<file path="config.mk">
export PLATFORM = sky130hd
export DESIGN_NAME = arb_mux_k
export DESIGN_NICKNAME = d
export VERILOG_FILES = /design/src/rtl/arb_pkg.sv /design/src/rtl/rr_pick.sv /design/src/rtl/arb_mux_k.sv
export SDC_FILE = /design/constraint.sdc
export NUM_CORES = 1
export LEC_CHECK = 0
export CAP_MARGIN = 20
export CORE_UTILIZATION = 25
export CTS_CLUSTER_SIZE = 12
export DETAILED_ROUTE_END_ITERATION = 7
export PLACE_DENSITY = 0.63
export SYNTH_ARGS = -nofsm -noshare
export SYNTH_HDL_FRONTEND = slang
export SYNTH_SLANG_ARGS = --single-unit
</file>
<file path="constraint.sdc">
create_clock -name clk -period 4.4 [get_ports clk]
set_clock_uncertainty 0.1 [all_clocks]
set_input_delay 0.66 -clock clk [delete_from_list [all_inputs] [get_ports clk]]
set_output_delay 0.66 -clock clk [all_outputs]
set_load 0.05 [all_outputs]
</file>
<file path="src/rtl/arb_pkg.sv">
// Shared definitions for the arbitrating multiplexer: mode constants,
// the lock state encoding and the index-width helper.
package arb_pkg;

  localparam int ARB_FIXED = 0;
  localparam int ARB_RR    = 1;

  typedef enum logic [0:0] {
    ST_IDLE = 1'b0,
    ST_PKT  = 1'b1
  } arb_state_e;

  function automatic int idx_w(input int k);
    return $clog2(k);
  endfunction

endpackage

</file>
<file path="src/rtl/rr_pick.sv">
// Rotating priority picker: returns the first requesting index at or above
// i_base, wrapping from K-1 back to 0.
module rr_pick
  import arb_pkg::*;
#(
  parameter int K  = 4,
  parameter int IW = idx_w(K)
) (
  input  logic [K-1:0]  i_req,
  input  logic [IW-1:0] i_base,
  output logic [IW-1:0] o_idx,
  output logic          o_any
);

  logic [2*K-1:0] w_dbl;
  logic [K-1:0]   w_rot;
  logic [IW-1:0]  w_off;
  logic [IW:0]    w_sum;

  // rotate requests down by base, take the lowest set bit, rotate the index back
  always_comb begin
    w_dbl = {i_req, i_req} >> i_base;
    w_rot = w_dbl[K-1:0];
    w_off = {IW{1'b0}};
    for (int j = K - 1; j >= 0; j--) begin
      w_off = w_rot[j] ? IW'(j) : w_off;
    end
    w_sum = {1'b0, i_base} + {1'b0, w_off};
    o_any = |i_req;
    o_idx = (w_sum >= (IW+1)'(K)) ? IW'(w_sum - (IW+1)'(K)) : w_sum[IW-1:0];
  end

endmodule

</file>
<file path="src/rtl/arb_mux_k.sv">
// K-input arbitrating multiplexer with packet lock, round-robin or fixed
// priority grant, and a one-deep registered output stage.
module arb_mux_k
  import arb_pkg::*;
#(
  parameter int K    = 4,
  parameter int SIZE = 16,
  parameter int RR   = 1
) (
  input  logic                 clk,
  input  logic                 rst_n,
  input  logic [K*SIZE-1:0]    in_bus,
  input  logic [K-1:0]         in_valid,
  input  logic [K-1:0]         in_last,
  output logic [K-1:0]         in_ready,
  output logic [SIZE-1:0]      out_data,
  output logic [$clog2(K)-1:0] out_src,
  output logic                 out_last,
  output logic                 out_valid,
  input  logic                 out_ready
);

  localparam int IW = idx_w(K);

  arb_state_e    r_state;
  arb_state_e    w_state_nxt;
  logic [IW-1:0] r_ptr;
  logic [IW-1:0] r_lock_src;
  logic [IW-1:0] w_base;
  logic [IW-1:0] w_pick;
  logic          w_any;
  logic [IW-1:0] w_g;
  logic [IW-1:0] w_g_inc;
  logic          w_gv;
  logic          w_load;
  logic          w_acc;
  logic          w_acc_last;
  logic          w_acc_body;

  logic [SIZE-1:0] r_out_data;
  logic [IW-1:0]   r_out_src;
  logic            r_out_last;
  logic            r_out_valid;

  assign w_base = (RR == ARB_RR) ? r_ptr : {IW{1'b0}};

  rr_pick #(.K(K), .IW(IW)) u_pick (
    .i_req  (in_valid),
    .i_base (w_base),
    .o_idx  (w_pick),
    .o_any  (w_any)
  );

  // grant selection and input handshake; the lock overrides the picker
  always_comb begin
    w_load     = !r_out_valid || out_ready;
    w_g        = (r_state == ST_PKT) ? r_lock_src : w_pick;
    w_gv       = (r_state == ST_PKT) ? in_valid[r_lock_src] : w_any;
    w_acc      = rst_n && w_load && w_gv;
    w_acc_last = w_acc && in_last[w_g];
    w_acc_body = w_acc && !in_last[w_g];
    w_g_inc    = (w_g == IW'(K - 1)) ? {IW{1'b0}} : w_g + IW'(1);
    in_ready   = {K{1'b0}};
    if (w_acc) begin
      in_ready[w_g] = 1'b1;
    end else begin
      in_ready = {K{1'b0}};
    end
  end

  // packet lock next state
  always_comb begin
    w_state_nxt = r_state;
    case (r_state)
      ST_IDLE: w_state_nxt = w_acc_body ? ST_PKT : ST_IDLE;
      ST_PKT:  w_state_nxt = w_acc_last ? ST_IDLE : ST_PKT;
      default: w_state_nxt = ST_IDLE;
    endcase
  end

  // lock state register
  always_ff @(posedge clk or negedge rst_n) begin
    if (!rst_n) begin
      r_state <= ST_IDLE;
    end else begin
      r_state <= w_state_nxt;
    end
  end

  // lock owner and round-robin pointer; the pointer only moves on packet end
  always_ff @(posedge clk or negedge rst_n) begin
    if (!rst_n) begin
      r_lock_src <= {IW{1'b0}};
      r_ptr      <= {IW{1'b0}};
    end else begin
      if (w_acc_body) begin
        r_lock_src <= w_g;
      end
      if (w_acc_last && (RR == ARB_RR)) begin
        r_ptr <= w_g_inc;
      end
    end
  end

  // output register: reload on acceptance, drain on transfer, otherwise hold
  always_ff @(posedge clk or negedge rst_n) begin
    if (!rst_n) begin
      r_out_data  <= {SIZE{1'b0}};
      r_out_src   <= {IW{1'b0}};
      r_out_last  <= 1'b0;
      r_out_valid <= 1'b0;
    end else if (w_acc) begin
      r_out_data  <= in_bus[w_g*SIZE +: SIZE];
      r_out_src   <= w_g;
      r_out_last  <= in_last[w_g];
      r_out_valid <= 1'b1;
    end else if (out_ready) begin
      r_out_valid <= 1'b0;
    end
  end

  assign out_data  = r_out_data;
  assign out_src   = r_out_src;
  assign out_last  = r_out_last;
  assign out_valid = r_out_valid;

endmodule

</file>
==> impl_metrics.ini <==
[setup_path]
cp.required_ns = 3.64
crit_path_end_kind = primary output
crit_chain = clkdlybuf4s50_1, nor2b_1, a221oi_1, a31oi_1, a211o_1, ha_1, xor2_1, a31oi_1, o31ai_4, nor2b_1, buf_12
cp-startpoint = in_valid[1]
cp-start-kind = input pin
timing.rr.end = r_ptr[0]
cp.depth = 11
critPathKind = in -> out
worst-path-max-fanout = 8
cp_top_family = compound AO/OA/AOI/OAI gates
rr_worst_depth = 11
worstPathBufferInverterCount = 2
critPathCapture = in_ready[0]
crit_arrival_ns = 3.27
reg2reg_slack_ns = 1.00
critPathSlowestCell = clkdlybuf4s50_1
r2r_start = r_ptr[0]
slowest_delay_ns = 0.60

[synth]
synth_cells = 173
synth_top_cells_by_count = mux2i_1, dfrtp_1, mux2_2
async_flop_share = 1.00
synthDistinctLibCells = 40
avgSynthCellArea_um2 = 10.8
yosysSeqAreaShare = 0.334
synth-seq-cells = 25
yosys-top-cells-area = dfrtp_1, mux2i_1, mux2_2, nand2_1, nand2b_1
syn_area_um2 = 1870
ys_warn_count = 0
syn_nets = 249
synth_top_area_frac = 0.334
ys.flop_type = dfrtp_1
synth_area_leader_cell = dfrtp_1
synth_edf_count = 0
yosysMostFrequentCell = mux2i_1

[die]
initial_core_util = 0.258
core_area_um2 = 7250
die_w_um = 88.5
fp-row-count = 31
die_y_um = 88.5
dieArea_um2 = 7830
pin_count = 99

[status]
outcome = complete, no violations

[pwr]
p_leak_nw = 1.29
p_per_area_nw_per_um2 = 761
vdd_ir_drop_max_mv = 0.419

[timing]
finalSetupViolCount = 0
setup_tns_ns = 0
period_share = 0.915
finalHoldViolations = 0
worst_slew_pin_slew_ns = 0.524
layout_min_cycle_time_ns = 4.03
final-max-slew-violation-count = 0
maxSlewHeadroom = 0.650
rsz0062_at_grt = no
fmax_mhz = 248

[route]
routed_wirelength_mm = 4.78
vias = 1647
wire_per_inst_um = 13.1
drtIter0Drc = 38
final_antenna_net_count = 0
dr.pass1.iters = 4
vias_per_cell = 4.50
drc = 0

[hold_path]
min_path_type = reg -> reg

[clock_tree]
h-tree-depth = 1
cts_tree = yes
clock-root-buffer = clkbuf_8
hold_buffers = 0
clkTransAtPathRegs_ns = 0.09
cts_made_buffers = 3
cts_setup_buffers = 0
post_cts_resized = 0
cts_buffer_depth = 2
cts.sinks = 25
clk_latency_ns = 0.27

[grt]
grt_pass1_wl_mm = 7.91
grt_max_degree = 27
first_global_vias = 1690
grt_overflow = 0
antenna_found_initial = 0
grt_usage = 0.132

[placed_design]
dp_hpwl_mm = 3.91
gp_congestion = 0.759
portBuffers = 98

[layout]
fillCellCount = 753
diodes = 0
utilization = 0.417
area_growth_pct = 61.5
drive_gt1_frac = 0.146
final_nets = 344

[job]
maxCapViolCount = 0
layout by cell type (no fill, tap or decap):
cell type / netlist / final
nor3b_1: 3 / 3
o211ai_1: 1 / 1
buf_12: 1 / 3
nand2b_1: 4 / 4
inv_2: 1 / 1
or2_2: 1 / 1
a221oi_1: 1 / 1
or4_4: 1 / 1
clkbuf_1: 3 / 1
o31ai_4: 0 / 1
and4_4: 1 / 1
nor4_1: 1 / 1
mux2_2: 18 / 18
nand3_1: 1 / 1
o21ai_0: 4 / 4
nor3_1: 1 / 1
o211a_1: 1 / 1
nor2b_1: 3 / 3
a2bb2oi_1: 2 / 2
a32oi_1: 1 / 1
xor2_1: 1 / 1
ha_1: 1 / 1
nand3b_1: 1 / 1
a21boi_0: 3 / 3
nor2_1: 6 / 6
a31oi_1: 2 / 2
clkbuf_8: 0 / 3
mux2i_1: 55 / 54
buf_4: 2 / 8
o21a_1: 2 / 2
o221ai_1: 1 / 1
dfrtp_1: 25 / 25
o21bai_1: 2 / 2
mux2i_4: 0 / 1
clkdlybuf4s50_1: 0 / 94
mux2_4: 1 / 1
a21oi_1: 1 / 1
nand2_1: 7 / 7
a211o_1: 1 / 1
inv_1: 3 / 3
cell families after synthesis:
logic type,after synthesis,synth area share
adder cells (fa/ha/maj),1,0.00669
AO/OA/AOI/OAI,23,0.0923
buffers and inverters,19,0.0615
flip-flops,25,0.334
multiplexers,74,0.411
XOR/XNOR,1,0.00468
AND/OR/NAND/NOR,30,0.0896
state kept, by name, summed over array words and instances (netlist names), named ones only:
| register | cells |
|---|---|
| r_lock_src | 2 |
| out_last | 1 |
| out_data | 16 |
| out_src | 2 |
| out_valid | 1 |
| r_ptr | 2 |
worst min path at each step:
stage / from / endpoint / slack, ns / cells after the start
2_1_floorplan: rst_n / async pin / 0.26 / 0
3_3_place_gp: out_src[0] / out_src[0] / 0.37 / 1
3_5_place_dp: out_src[0] / out_src[0] / 0.38 / 1
4_1_cts: out_src[0] / out_src[0] / 0.40 / 1
5_1_grt: out_src[0] / out_src[0] / 0.42 / 1
6_report: out_src[0] / out_src[0] / 0.39 / 1
where the power goes:
group	switching [mW]	leakage, nW	internal, mW
Combinational	0.917	0.979	0.793
Clock	0.0738	0.0228	0.0648
Sequential	0.103	0.287	0.347
per-stage QoR:
step | setup slack (ns) | power [mW] | hold WS, ns | cells | cell area (um2)
6_report | 0.375 | 2.30 | 0.394 | 366 | 3020
3_3_place_gp | 0.421 | 2.17 | 0.375 | 362 | 2980
2_1_floorplan | 0.170 | 1.72 | 0.264 | 173 | 1870
3_5_place_dp | 0.359 | 2.19 | 0.379 | 362 | 2980
4_1_cts | 0.367 | 2.34 | 0.400 | 366 | 3020
5_1_grt | 0.194 | 2.47 | 0.420 | 366 | 3020
routing by layer:
layer	track usage	part of all wire	up-vias
met5	0	0	-
met4	0.0352	0.013	0
met3	0.0410	0.079	7
met2	0.229	0.49	59
met1	0.159	0.42	762
li1	-	-	819
worst register-to-register path, stage by stage, from the launching register on:
cell and delay (ns):
dfrtp_1 0.52, nor2b_1 0.21, a221oi_1 0.29, a31oi_1 0.07, a211o_1 0.29, ha_1 0.19, xor2_1 0.19, a31oi_1 0.10
o31ai_4 0.36, buf_4 0.28, mux2i_1 0.33, mux2_2 0.37
cell type report:
class	count	area [um2]	share of cell area
clock buffer	4	45.0	0.0149
inverter	4	15.0	0.00497
multi-input combinational	129	1150	0.381
sequential	25	626	0.207
tap	99	124	0.0410
timing repair buffer	105	1060	0.351
No activity file was read; power rests on OpenSTA's default activity.
